==> src/rtl/fft_pkg.sv <==
// rtl/fft_pkg.sv - shared constants, types and state encoding for the FFT sequencer
package fft_pkg;

   localparam int L_DEF   = 9;
   localparam int N_DEF   = 1 << L_DEF;
   localparam int LAT_DEF = 3;

   typedef logic [L_DEF-1:0] addr_t;
   typedef logic [L_DEF-2:0] tw_t;

   typedef enum logic [2:0] {
      IDLE    = 3'd0,
      LOAD    = 3'd1,
      COMPUTE = 3'd2,
      DRAIN   = 3'd3,
      DONE    = 3'd4
   } ctrl_state_t;

endpackage

==> src/rtl/fft_ctrl_if.sv <==
// rtl/fft_ctrl_if.sv - sample-load, butterfly address and status bundle of the FFT sequencer
interface fft_ctrl_if #(
   parameter int L = fft_pkg::L_DEF
);
   logic         start;
   logic         in_valid;
   logic         in_ready;
   logic         load_we;
   logic [L-1:0] load_addr;
   logic         rd_en;
   logic [L-1:0] rd_addr_a;
   logic [L-1:0] rd_addr_b;
   logic [L-2:0] tw_addr;
   logic         wr_en;
   logic [L-1:0] wr_addr_a;
   logic [L-1:0] wr_addr_b;
   logic         busy;
   logic         done;

   modport master (
      input  start, in_valid,
      output in_ready, load_we, load_addr,
      output rd_en, rd_addr_a, rd_addr_b, tw_addr,
      output wr_en, wr_addr_a, wr_addr_b,
      output busy, done
   );

   modport slave (
      output start, in_valid,
      input  in_ready, load_we, load_addr,
      input  rd_en, rd_addr_a, rd_addr_b, tw_addr,
      input  wr_en, wr_addr_a, wr_addr_b,
      input  busy, done
   );
endinterface

==> src/rtl/fft_addr_gen.sv <==
// rtl/fft_addr_gen.sv - radix-2 DIT butterfly operand and twiddle addresses from stage s and index k
module fft_addr_gen #(
   parameter int L  = 9,
   parameter int SW = 4
) (
   input  logic [SW-1:0] i_s,
   input  logic [L-2:0]  i_k,
   output logic [L-1:0]  o_rd_addr_a,
   output logic [L-1:0]  o_rd_addr_b,
   output logic [L-2:0]  o_tw_addr
);
   localparam logic [SW-1:0] S_MAX = SW'(L - 1);

   logic [L-1:0]  w_k_ext;
   logic [L-1:0]  w_half;
   logic [L-1:0]  w_pos;
   logic [L-1:0]  w_grp;
   logic [L-1:0]  w_a;
   logic [SW-1:0] w_tw_sh;

   assign w_k_ext = {1'b0, i_k};
   assign w_half  = {{(L-1){1'b0}}, 1'b1} << i_s;
   assign w_pos   = w_k_ext & (w_half - 1'b1);
   assign w_grp   = w_k_ext >> i_s;
   // Two-step shift so s+1 cannot wrap the narrow stage width.
   assign w_a     = ((w_grp << i_s) << 1) | w_pos;
   assign w_tw_sh = S_MAX - i_s;

   assign o_rd_addr_a = w_a;
   assign o_rd_addr_b = w_a + w_half;
   // pos < 2^s <= 2^(L-1), so its top bit is always clear here.
   assign o_tw_addr   = w_pos[L-2:0] << w_tw_sh;
endmodule

==> src/rtl/reindex_bits.sv <==
// rtl/reindex_bits.sv - combinational bit-order reversal of a W-bit index
module reindex_bits #(
   parameter int W = 8
) (
   input  logic [W-1:0] i_data,
   output logic [W-1:0] o_data
);
   always_comb begin
      o_data = '0;
      for (int i = 0; i < W; i++) begin
         o_data[i] = i_data[W-1-i];
      end
   end
endmodule

==> src/rtl/fft_ctrl.sv <==
// rtl/fft_ctrl.sv - in-place radix-2 DIT FFT sequencer: bit-reversed load, staged butterflies, write-back delay
module fft_ctrl
   import fft_pkg::*;
#(
   parameter int L   = L_DEF,
   parameter int LAT = LAT_DEF
) (
   input  logic       clk,
   input  logic       reset_n,
   fft_ctrl_if.master bus
);
   localparam int SW = $clog2(L);
   localparam int DW = 2 * L + 1;
   localparam logic [SW-1:0] S_LAST = SW'(L - 1);
   localparam logic [2:0]    D_LAST = 3'(LAT - 1);

   ctrl_state_t   r_state;
   ctrl_state_t   w_next;
   logic [L-1:0]  r_cnt;
   logic [L-2:0]  r_k;
   logic [SW-1:0] r_s;
   logic [2:0]    r_drain;
   logic [DW-1:0] r_dly [LAT];

   logic          w_in_ready;
   logic          w_load_we;
   logic          w_load_last;
   logic          w_rd_en;
   logic [L-1:0]  w_rev;
   logic [L-1:0]  w_gen_a;
   logic [L-1:0]  w_gen_b;
   logic [L-2:0]  w_gen_tw;
   logic [L-1:0]  w_rd_a;
   logic [L-1:0]  w_rd_b;

   reindex_bits #(.W(L)) u_rev (
      .i_data (r_cnt),
      .o_data (w_rev)
   );

   fft_addr_gen #(.L(L), .SW(SW)) u_addr (
      .i_s         (r_s),
      .i_k         (r_k),
      .o_rd_addr_a (w_gen_a),
      .o_rd_addr_b (w_gen_b),
      .o_tw_addr   (w_gen_tw)
   );

   assign w_in_ready  = (r_state == LOAD);
   assign w_load_we   = bus.in_valid & w_in_ready;
   assign w_load_last = w_load_we && (r_cnt == '1);
   assign w_rd_en     = (r_state == COMPUTE);
   assign w_rd_a      = w_rd_en ? w_gen_a : '0;
   assign w_rd_b      = w_rd_en ? w_gen_b : '0;

   always_ff @(posedge clk or negedge reset_n) begin
      if (!reset_n) begin
         r_state <= IDLE;
      end else begin
         r_state <= w_next;
      end
   end

   always_comb begin
      w_next = r_state;
      case (r_state)
         IDLE:    if (bus.start) w_next = LOAD;
         LOAD:    if (w_load_last) w_next = COMPUTE;
         COMPUTE: if (r_k == '1) w_next = DRAIN;
         DRAIN: begin
            if (r_drain == D_LAST) begin
               w_next = (r_s == S_LAST) ? DONE : COMPUTE;
            end
         end
         DONE:    w_next = IDLE;
         default: w_next = IDLE;
      endcase
   end

   always_ff @(posedge clk or negedge reset_n) begin
      if (!reset_n) begin
         r_cnt   <= '0;
         r_k     <= '0;
         r_s     <= '0;
         r_drain <= '0;
      end else begin
         case (r_state)
            IDLE: begin
               if (bus.start) r_cnt <= '0;
            end
            LOAD: begin
               if (w_load_we) r_cnt <= r_cnt + 1'b1;
               if (w_load_last) begin
                  r_s <= '0;
                  r_k <= '0;
               end
            end
            COMPUTE: begin
               r_k     <= r_k + 1'b1;
               r_drain <= '0;
            end
            DRAIN: begin
               r_drain <= r_drain + 1'b1;
               if (r_drain == D_LAST && r_s != S_LAST) begin
                  r_s <= r_s + 1'b1;
                  r_k <= '0;
               end
            end
            default: ;
         endcase
      end
   end

   // Write-back strobe and addresses trail the read side by the RAM-plus-butterfly latency.
   always_ff @(posedge clk or negedge reset_n) begin
      if (!reset_n) begin
         for (int i = 0; i < LAT; i++) r_dly[i] <= '0;
      end else begin
         r_dly[0] <= {w_rd_en, w_rd_a, w_rd_b};
         for (int i = 1; i < LAT; i++) r_dly[i] <= r_dly[i-1];
      end
   end

   assign bus.in_ready  = w_in_ready;
   assign bus.load_we   = w_load_we;
   assign bus.load_addr = w_in_ready ? w_rev : '0;
   assign bus.rd_en     = w_rd_en;
   assign bus.rd_addr_a = w_rd_a;
   assign bus.rd_addr_b = w_rd_b;
   assign bus.tw_addr   = w_rd_en ? w_gen_tw : '0;
   assign bus.wr_en     = r_dly[LAT-1][DW-1];
   assign bus.wr_addr_a = r_dly[LAT-1][2*L-1:L];
   assign bus.wr_addr_b = r_dly[LAT-1][L-1:0];
   assign bus.busy      = (r_state != IDLE);
   assign bus.done      = (r_state == DONE);
endmodule

==> src/flat_wrapper.sv <==
// flat-port wrapper written by rule: the top's interface ports become plain ports
module fft_ctrl_flat import fft_pkg::*;
#(
   parameter int L   = L_DEF,
   parameter int LAT = LAT_DEF
)
  (clk, reset_n, bus_start, bus_in_valid, bus_in_ready, bus_load_we, bus_load_addr, bus_rd_en, bus_rd_addr_a, bus_rd_addr_b, bus_tw_addr, bus_wr_en, bus_wr_addr_a, bus_wr_addr_b, bus_busy, bus_done);
  fft_ctrl_if #(.L(L)) bus_i ();
  input  logic clk;
  input  logic reset_n;
  input wire logic [$bits(bus_i.start)-1:0] bus_start;
  input wire logic [$bits(bus_i.in_valid)-1:0] bus_in_valid;
  output wire logic [$bits(bus_i.in_ready)-1:0] bus_in_ready;
  output wire logic [$bits(bus_i.load_we)-1:0] bus_load_we;
  output wire logic [$bits(bus_i.load_addr)-1:0] bus_load_addr;
  output wire logic [$bits(bus_i.rd_en)-1:0] bus_rd_en;
  output wire logic [$bits(bus_i.rd_addr_a)-1:0] bus_rd_addr_a;
  output wire logic [$bits(bus_i.rd_addr_b)-1:0] bus_rd_addr_b;
  output wire logic [$bits(bus_i.tw_addr)-1:0] bus_tw_addr;
  output wire logic [$bits(bus_i.wr_en)-1:0] bus_wr_en;
  output wire logic [$bits(bus_i.wr_addr_a)-1:0] bus_wr_addr_a;
  output wire logic [$bits(bus_i.wr_addr_b)-1:0] bus_wr_addr_b;
  output wire logic [$bits(bus_i.busy)-1:0] bus_busy;
  output wire logic [$bits(bus_i.done)-1:0] bus_done;
  assign bus_i.start = bus_start;
  assign bus_i.in_valid = bus_in_valid;
  assign bus_in_ready = bus_i.in_ready;
  assign bus_load_we = bus_i.load_we;
  assign bus_load_addr = bus_i.load_addr;
  assign bus_rd_en = bus_i.rd_en;
  assign bus_rd_addr_a = bus_i.rd_addr_a;
  assign bus_rd_addr_b = bus_i.rd_addr_b;
  assign bus_tw_addr = bus_i.tw_addr;
  assign bus_wr_en = bus_i.wr_en;
  assign bus_wr_addr_a = bus_i.wr_addr_a;
  assign bus_wr_addr_b = bus_i.wr_addr_b;
  assign bus_busy = bus_i.busy;
  assign bus_done = bus_i.done;
  fft_ctrl #(.L(L), .LAT(LAT)) u_core (.clk(clk), .reset_n(reset_n), .bus(bus_i));
endmodule
==> config.mk <==
export PLATFORM = sky130hd
export DESIGN_NAME = fft_ctrl_flat
export DESIGN_NICKNAME = d
export VERILOG_FILES = /design/src/rtl/fft_pkg.sv /design/src/rtl/fft_ctrl_if.sv /design/src/rtl/fft_addr_gen.sv /design/src/rtl/reindex_bits.sv /design/src/rtl/fft_ctrl.sv /design/src/flat_wrapper.sv
export SDC_FILE = /design/constraint.sdc
export NUM_CORES = 1
export LEC_CHECK = 0
export BUFFER_PORTS_ARGS = -buffer_cell sky130_fd_sc_hd__buf_2
export CAP_MARGIN = 10
export CORE_ASPECT_RATIO = 2
export CORE_MARGIN = 2
export CORE_UTILIZATION = 55
export DETAILED_ROUTE_END_ITERATION = 8
export PLACE_DENSITY = 0.82
export SLEW_MARGIN = 25
export SYNTH_ARGS = -nofsm -noshare
export SYNTH_HDL_FRONTEND = slang
export SYNTH_SLANG_ARGS = --single-unit
==> constraint.sdc <==
create_clock -name clk -period 9.6 [get_ports clk]
set_input_delay 0.48 -clock clk [delete_from_list [all_inputs] [get_ports clk]]
set_output_delay 0.48 -clock clk [all_outputs]
set_load 0.03 [all_outputs]
### Word-level counts from Yosys, hierarchy flattened

Cells that the tools add are included.

* $add $sub $neg: 7
* bitwise operators: 3
* equal/unequal tests: 15
* shifts and indexed selects: 4
* muxes and demuxes: 20
* reduce and logical (&&, ||, !) cells: 12

Operator list (count)
* $mux W9: 5
* $mux W8: 3
* $pmux W8 S3: 1
* $pmux W9 S2: 1
* $mux W3: 5
* $pmux W3 S4: 1
* $add A9 B1 Y9 const B: 1
* $add A9 B9 Y9: 1
* $and A8 B9 Y9: 1
* $eq A3 B2 Y1 const B: 3
* $eq A9 B9 Y1 const B: 1
* $or A9 B9 Y9: 1
* $reduce_and A3 Y1: 3
* $shl A1 B4 Y9 const A: 1
* $shl A9 B4 Y8: 1
* $shr A8 B4 Y9: 1
* $sub A9 B1 Y9 const B: 1
* $add A8 B1 Y8 const B: 1
* $eq A8 B8 Y1 const B: 1
* $mux W4: 2
* $ne A2 B2 Y1 const B: 4
* $pmux W4 S2: 1
* $shl A8 B4 Y8: 1
* $pmux W3 S2: 1
* other kinds (14): 19

* bits of input ports: 4
* flip-flop bits (word level): 84
* word-level logic and storage cells: 69
* output and inout port bits: 59

### Depth between registers and ports, before layout

Gate-level depths: netlist (run 1).

* depth in word-level cells: 6
* gate-level depth with buffers: 18
* mapped depth without buffers: 16

### By module

From an unflattened synthesis (run 1), not the netlist that was laid out.

* cell total of the unflattened synthesis: 467
* area total of the unflattened synthesis: 4639.4 um^2

By module, submodules not included
* fft_ctrl: times used 1, area each 3367.0 um^2, sequential area each 2102.0 um^2, cells each 289
* fft_addr_gen: times used 1, area each 1204.9 um^2, sequential area each 0.0 um^2, cells each 169
* reindex_bits: times used 1, area each 67.6 um^2, sequential area each 0.0 um^2, cells each 9

### Worst setup path after synthesis (run 1)

Ideal clock, no wire load.

* path kind: reg2out
* start point: register u_core.r_s[0]
* end point: output port bus_rd_addr_b[6]
* stages on the path, launching flop included: 19
* data required time: 9120 ps
* arrival time: 4478 ps
* path slack: 4642 ps
* path buffers: 2
* cell sequence: dfrtp_1 -> buf_4 -> inv_1 -> clkbuf_1 -> ha_1 -> ha_1 -> nand2b_1 -> ha_1 -> inv_1 -> or4_1 -> a21oi_1 -> a21o_1 -> ha_1 -> nand3b_1 -> nor2_1 -> a211o_1 -> or4_1 -> o22ai_1 -> mux2i_1

* longest elaborated chain between the ends: 6
* elaborated cells on any way between the ends: 8
* classes of those cells: 2 x add/sub; 3 x shift; 1 x mux; 2 x bitwise

RTL lines
* from (decl): RTL line fft_ctrl.sv:21 `logic [SW-1:0] r_s;`
* from (signal assigned): RTL line fft_ctrl.sv:105 `r_s <= r_s + 1'b1;`
* $shl A1 B4 Y9: RTL line fft_addr_gen.sv:22 `assign w_half = {{(L-1){1'b0}}, 1'b1} << i_s;`
* $sub A9 B1 Y9: RTL line fft_addr_gen.sv:23 `assign w_pos = w_k_ext & (w_half - 1'b1);`
* $and A8 B9 Y9: RTL line fft_addr_gen.sv:23
* $or A9 B9 Y9: RTL line fft_addr_gen.sv:26 `assign w_a = ((w_grp << i_s) << 1) | w_pos;`
* $add A9 B9 Y9 *: RTL line fft_addr_gen.sv:30 `assign o_rd_addr_b = w_a + w_half;`
* $mux W9 *: RTL line fft_ctrl.sv:54 `assign w_rd_b = w_rd_en ? w_gen_b : '0;`
* to (decl): RTL line flat_wrapper.sv:18 `output wire logic [$bits(bus_i.rd_addr_b)-1:0] bus_rd_addr_b;`

Mark *: on every way between the ends. The rest lies on a longest branch, timed or not.

### Worst setup path in the final report (run 1)

Same ends and word-level chain as after synthesis.

==> flow_metrics.py, run 1 <==
metrics = {
    "outcome": {
        "status": "complete, no violations",
    },
    "yosys": {
        "yosysWarnings": 0,
        "synth_area_um2": 4510,
        "synth_area_leaders": "dfrtp_1 47%, ha_1 5.8%, nand2_1 3.2%",
        "async_flop_share": 1.00,
        "synthCells": 453,
        "synth_top_area_share": 0.466,
        "seq_area_frac_synth": 0.466,
        "synth_seq_cells": 84,
        "synth_most_common_cell": "dfrtp_1",
        "synth_edf_count": 0,
        "synth_commonest_cells": "84 x dfrtp_1, 39 x nand2_1, 34 x nor2_1",
        "yosysTopAreaCell": "dfrtp_1",
        "synth_fp_nets": 479,
        "synth_area_per_cell_um2": 9.96,
        "ys_types": 64,
        "synth_ff_type": "dfrtp_1",
    },
    "cells_and_area": {
        "utilization": 0.633,
        "seq_area_um2": 2100,
        "antenna_cells": 0,
        "final_nets": 515,
        "syn_to_final_growth_pct": 11.4,
        "multi_input_area_um2": 2100,
        "fill_cells": 658,
        "final_layout_size_suffix_gt1_frac": 0.187,
    },
    "floorplanning": {
        "core_um2": 7940,
        "row_count": 46,
        "die_w_um": 68.0,
        "die_y_um": 132,
        "die_area_um2": 8990,
        "start_util": 0.568,
        "num_io_pins": 63,
    },
    "global_routing": {
        "antenna_found_initial": 0,
        "overflow": 0,
        "grt_pass1_wl_mm": 17.8,
        "grtUsageTotal": 0.260,
        "grt_pass1_vias": 3606,
        "grt_start_max_net_pins": 85,
    },
    "flow_run": {
        "cap_violations": 0,
    },
    "sta": {
        "fin_skew_ps": 6.95,
        "fin_crit_sh": 0.624,
        "final_hold_viol_count": 0,
        "fmax_mhz": 167,
        "maxSlewHeadroom": 0.435,
        "slew_violations": 0,
        "setup_violations": 0,
        "final.setup.tns_ps": 0,
        "worstMarginPinSlew_ps": 846,
        "rsz0062_at_grt": "no",
        "min_period_ps": 5990,
    },
    "setup_path": {
        "critPathLaunch": "u_core.r_s[0]$_DFFE_PN0P_",
        "reg2reg_from": "u_core.r_s[0]$_DFFE_PN0P_",
        "cpMostUsedCell": "ha_1",
        "path_cells": "inv_1 -> ha_1 -> ha_1 -> nand2b_1 -> ha_1 -> inv_1 -> or4_1 -> a21oi_1 -> a21o_1 -> ha_1 -> nand3b_1 -> nor2_1 -> a211o_1 -> or4_1 -> o22ai_1 -> mux2i_1 -> buf_2",
        "path_max_fanout": 21,
        "cp_slowest_cell": "dfrtp_1",
        "worstSetupPathType": "reg -> out",
        "cp-start-kind": "flip-flop",
        "worstPathArrival_ps": 5510,
        "cp-end-kind": "primary output",
        "cp_slowest_stage_delay_ps": 770,
        "cp_data_required_time_ps": 9120,
    },
    "cts": {
        "cts_buffers": 9,
        "clockRootBuffer": "clkbuf_16",
        "cts_tree": "yes",
        "cts_max_path_buffers": 2,
        "htreeDepth": 3,
        "cts_setup_buffers": 0,
        "clkSinkCount": 84,
        "path_clk_slew_ps": 70,
        "clk_latency_ps": 340,
        "post_cts_resized": 0,
        "ctsHoldBuffers": 0,
    },
    "placement": {
        "dp_hpwl_mm": 7.76,
        "finalWeightedCongestion": 0.976,
        "port_buffers": 62,
    },
    "routing": {
        "drt-initial-drc-count": 351,
        "detail_route.vias_per_cell": 5.94,
        "ant_nets": 0,
        "post_drt_wl_per_cell_um": 18.1,
        "drc": 0,
        "wl_mm": 10.7,
        "drt_pass1_iterations": 4,
        "num_vias": 3497,
    },
    "power_and_ir_drop": {
        "finalPower_mw": 0.795,
        "vdd_drop_max_mv": 0.0805,
        "power_leakage_nw": 2.60,
        "powerDensity_nw_per_um2": 158,
    },
    "worst_hold_path": {
        "hold_class": "in -> async",
    },
}
==> sequential cells by signal, summed over array words and instances, names as in the netlist <==
signal / flops
u_core.r_dly: 38
u_core.bus.wr_addr_a: 9
u_core.r_s: 4
u_core.r_cnt: 9
u_core.bus.wr_en: 1
u_core.r_k: 8
u_core.r_drain: 3
u_core.r_state: 3
u_core.bus.wr_addr_b: 9
==> kinds of logic (layout without fill, tap and decap cells) <==
family,after synthesis,count (layout),synth area share
other cells,1,1,0.000831
simple gates,174,174,0.211
mux,11,11,0.0313
compound gates,86,86,0.128
flops,84,84,0.466
buf+inv,59,99,0.0688
xor+xnor,16,16,0.0311
fa+ha+maj,22,22,0.0627
==> power breakdown <==
group          switching, mW  internal, mW
logic                 0.0464        0.0232
clock network          0.141         0.204
registers             0.0158         0.365
total                  0.203         0.592
==> cell usage in the layout, fill, tap and decap left out, types with 2 or more instances in the layout <==
master     instances
and2_1            13
a2111oi_0          4
ha_1              21
o21a_1             4
nand2b_1          11
mux4_2             2
nand4_1            7
nor2_1            34
mux2_2             5
dfrtp_1           84
buf_2             61
or4_1              5
a21boi_0           3
xnor2_1           10
a21oi_1           17
clkbuf_16          9
xor2_1             6
or3_1              6
o21bai_1           2
a211o_1            2
nor4b_1            4
nand3_1           13
nor4_1             4
nand2_1           39
nor2b_1           10
and4_1             2
mux2i_1            4
and3b_1            2
inv_1             19
buf_4              2
nor3_1             4
a21o_1             7
a211oi_1           3
a31oi_1            2
o21ai_0           20
and3_1             4
o31ai_1            6
nor3b_1           10
inv_6              2
==> through the flow <==
step	worst slack, ps	area [um2]	hold slack (ps)	std cells
after floorplan	4640	4510	184	453
after global placement	4130	4720	331	574
after detailed placement	4010	4720	335	574
after CTS	3620	5020	345	589
after global routing	3140	5030	238	589
final	3610	5030	168	589
==> per-layer routing <==
metal	vias up	track usage	share of wire	wire length, um
li1	1641	-	-	-
met1	1708	0.296	0.37	3940
met2	110	0.440	0.54	5710
met3	38	0.0282	0.035	377
met4	0	0.168	0.060	636
met5	-	0	0	0
==> cell type report <==
type | count | share of cell area
multi-input combinational | 310 | 0.418
timing repair buffer | 64 | 0.0660
clock inverter | 6 | 0.0144
sequential | 84 | 0.418
tap | 96 | 0.0239
clock buffer | 9 | 0.0448
inverter | 20 | 0.0149
==> critical path: cells and delay by family (launching register included) <==
kind	cells	cell delay, ps
adders and majority gates	4	1120
DFF	1	770
AOI/OAI and AO/OA	4	880
and+or+nand+nor	5	1400
muxes	1	280
buffers and inverters	3	710
==> worst paths after layout <==
path	endpoint	slack (ps)	cells past startpoint
worst min register to register	u_core.bus.wr_addr_b[1]$_DFF_PN0_	350	0
worst max-delay path	bus_rd_addr_b[6]	3610	17
max in group asynchronous	u_core.r_dly[40]$_DFF_PN0_	8910	1
min in group clk	u_core.bus.wr_addr_b[1]$_DFF_PN0_	350	0
worst min-delay path	u_core.r_k[4]$_DFFE_PN0P_	170	1
worst max register to register	u_core.r_dly[44]$_DFF_PN0_	4570	16
No activity file was read; power rests on OpenSTA's default activity.
==> run 2: changes to the inputs <==
--- a/config.mk
+++ b/config.mk
@@ -5,13 +5,14 @@
 export SDC_FILE = /design/constraint.sdc
 export NUM_CORES = 1
 export LEC_CHECK = 0
+export ABC_AREA = 1
 export BUFFER_PORTS_ARGS = -buffer_cell sky130_fd_sc_hd__buf_2
 export CAP_MARGIN = 10
 export CORE_ASPECT_RATIO = 2
 export CORE_MARGIN = 2
-export CORE_UTILIZATION = 55
+export CORE_UTILIZATION = 52
 export DETAILED_ROUTE_END_ITERATION = 8
-export PLACE_DENSITY = 0.82
+export PLACE_DENSITY = 0.81
 export SLEW_MARGIN = 25
 export SYNTH_ARGS = -nofsm -noshare
 export SYNTH_HDL_FRONTEND = slang
==> constraint.sdc (replaced) <==
create_clock -name clk -period 5.12 [get_ports clk]
set_input_delay 0.256 -clock clk [delete_from_list [all_inputs] [get_ports clk]]
set_output_delay 0.256 -clock clk [all_outputs]
set_load 0.03 [all_outputs]
==> run 2 against run 1 <==
Net effect: the run now ends with negative hold slack left; via count is 7.1% higher; setup slack worse by 2800 ps; synthesized cell count is 18% higher; largest cell class unchanged; largest power group unchanged.
==> flow_metrics.py, run 2 <==
metrics = {
    "power_and_ir_drop": {
        "powerDensity_nw_per_um2": 248,
        "power_leakage_nw": 2.46,
        "finalPower_mw": 1.25,
        "vdd_drop_max_mv": 0.160,
    },
    "cells_and_area": {
        "largest_reg_flops": 38,
        "final_nets": 603,
        "antenna_cells": 0,
        "final_layout_size_suffix_gt1_frac": 0.205,
        "finalInstanceArea_um2": 5020,
        "layout_common_cells": "93 x nand2_1, 84 x dfrtp_1, 61 x buf_2, 59 x nor2_1, 51 x inv_1",
        "regMostFlops": "u_core.r_dly",
        "fill_cells": 776,
        "utilization": 0.589,
        "final_common_cell": "nand2_1",
        "syn_to_final_growth_pct": 10.9,
    },
    "placement": {
        "post_dp_cell_area_um2": 4760,
        "port_buffers": 62,
        "finalWeightedCongestion": 0.982,
        "dp_hpwl_mm": 8.45,
    },
    "cts": {
        "cts_max_path_buffers": 2,
        "cts_buffers": 9,
        "post_cts_resized": 0,
        "clockRootBuffer": "clkbuf_16",
        "cts_setup_buffers": 0,
        "htreeDepth": 3,
        "cts_tree": "yes",
        "clkSinkCount": 84,
        "clk_latency_ps": 330,
        "path_clk_slew_ps": 60,
        "ctsHoldBuffers": 0,
    },
    "routing": {
        "top_layer": "met4",
        "num_vias": 3745,
        "drt-initial-drc-count": 261,
        "post_drt_wl_per_cell_um": 16.3,
        "drt_pass1_iterations": 4,
        "drc": 0,
        "wl_met3_um": 355,
        "route.met2.wl_mm": 6.04,
        "wl_mm": 11.1,
        "detail_route.vias_per_cell": 5.51,
        "m1WireLength_mm": 3.93,
        "ant_nets": 0,
    },
    "sta": {
        "slew_violations": 0,
        "final_hold_viol_count": 58,
        "fin_skew_ps": 6.37,
        "setup_violations": 0,
        "worstMarginPinSlew_ps": 770,
        "rsz0062_at_grt": "no",
        "hold_slack_ps": -44.8,
        "final.setup.tns_ps": 0,
        "fmax_mhz": 233,
        "min_period_ps": 4280,
        "maxSlewHeadroom": 0.486,
        "fin_crit_sh": 0.837,
    },
    "global_routing": {
        "grtUsageTotal": 0.240,
        "antenna_found_initial": 0,
        "overflow": 0,
        "grt_pass1_wl_mm": 17.9,
        "grt_pass1_vias": 3871,
        "grt_start_max_net_pins": 85,
    },
    "setup_path": {
        "path_max_fanout": 15,
        "cp-start-kind": "flip-flop",
        "cp_data_required_time_ps": 4860,
        "path_cells": "inv_1 -> ha_1 -> nand2_1 -> ha_1 -> nand2_2 -> inv_2 -> nand4_1 -> nand3_1 -> nand2_1 -> ha_1 -> nand2_1 -> o21ai_0 -> nand2_1 -> inv_1 -> nor2_1 -> nor2_1 -> nor2_1 -> xor2_1 -> nor2_1 -> buf_2",
        "worstPathArrival_ps": 4030,
        "cp_slowest_cell": "dfrtp_1",
        "worstSetupPathType": "reg -> out",
        "crit_family": "simple AND/OR/NAND/NOR gates",
        "cp-end-kind": "primary output",
        "cp_slowest_stage_delay_ps": 580,
        "critPathBufInv": 4,
    },
    "yosys": {
        "synth_fp_nets": 560,
        "synth_area_um2": 4530,
        "synth_edf_count": 0,
        "synth_top_area_share": 0.464,
        "synthCells": 534,
        "yosys.area_share.simple": 0.247,
        "synth_mux_area_frac": 0,
        "synth_area_per_cell_um2": 8.48,
        "seq_area_frac_synth": 0.464,
        "yosysTopAreaCell": "dfrtp_1",
        "synth_most_common_cell": "nand2_1",
        "yosysWarnings": 0,
        "ys_types": 44,
        "synth_compound_area_frac": 0.111,
        "synthXorXnorAreaFrac": 0.0135,
        "synth_area_leaders": "dfrtp_1 46%, nand2_1 7.7%, ha_1 5.8%",
        "synth_top_family_by_area": "simple AND/OR/NAND/NOR gates",
        "async_flop_share": 1.00,
        "synth_seq_cells": 84,
        "synth_ff_type": "dfrtp_1",
        "synth_commonest_cells": "93 x nand2_1, 84 x dfrtp_1, 59 x nor2_1",
        "synth_fa_ha_area_frac": 0.0624,
    },
    "floorplanning": {
        "num_io_pins": 63,
        "die_w_um": 70,
        "die_area_um2": 9520,
        "core_um2": 8530,
        "die_y_um": 136,
        "row_count": 48,
        "start_util": 0.531,
    },
    "outcome": {
        "status": "complete, but fails checks",
        "violations": "negative hold slack",
    },
    "worst_hold_path": {
        "hold_class": "in -> async",
    },
    "flow_run": {
        "cap_violations": 0,
    },
}
## run 2: changes by cell type after synthesis, moves of 13 or more
cell | before | now
nor2_1 | 34 | 59
nand2_1 | 39 | 93
nand3_1 | 13 | 37
and2_1 | 13 | 0
a21oi_1 | 17 | 32
inv_1 | 19 | 51
## run 2: layout make-up
cell class | count | area, um2 | share of cell area
well taps | 100 | 125 | 0.0249
inverters | 63 | 236 | 0.0471
multi-input cells | 355 | 1970 | 0.393
repair buffers | 64 | 332 | 0.0660
clock buffers | 9 | 225 | 0.0448
clock inverters | 5 | 31.3 | 0.00623
flip-flops and latches | 84 | 2100 | 0.418
## run 2: where the power goes
| part | leakage, nW | total (mW) | switching, mW | internal [mW] |
|---|---|---|---|---|
| logic | 1.36 | 0.0239 | 0.0198 | 0.00402 |
| registers | 0.972 | 0.666 | 0.000354 | 0.666 |
| clock network | 0.127 | 0.556 | 0.236 | 0.320 |
| total | 2.46 | 1.25 | 0.256 | 0.990 |
## run 2: final timing paths
path	start	to	slack (ps)	depth (start not counted)
max	u_core.r_s[2]$_DFFE_PN0P_	bus_rd_addr_b[7]	840	20
max reg2reg	u_core.r_s[2]$_DFFE_PN0P_	u_core.r_dly[45]$_DFF_PN0_	1510	19
min reg2reg	u_core.r_dly[49]$_DFF_PN0_	u_core.r_dly[30]$_DFF_PN0_	350	0
min in group clk	bus_in_valid	u_core.r_cnt[0]$_DFFE_PN0P_	260	3
min	reset_n	u_core.bus.wr_addr_a[1]$_DFF_PN0_	-40	1
max in group asynchronous	reset_n	u_core.r_s[2]$_DFFE_PN0P_	4660	1
## run 2: cells by family (layout without fill, tap and decap cells)
family                     Yosys count  in the layout
and+or+nand+nor                    237            237
buffers and inverters               95            141
AOI/OAI and AO/OA                   88             88
DFF                                 84             84
adders and majority gates           22             22
xor gates and xnor gates             7              7
other                                1              1
## run 2: stage by stage
step | setup WS (ps) | std cells
3_3_place_gp | 1330 | 666
3_5_place_dp | 1260 | 666
4_1_cts | 882 | 680
2_1_floorplan | 1350 | 534
5_1_grt | 522 | 680
6_report | 837 | 680
## run 2: routing by layer
layer  up-vias  global-route usage
li1       1810                   -
met5         -                   0
met4         0               0.185
met1      1785               0.235
met3        39              0.0341
met2       111               0.443
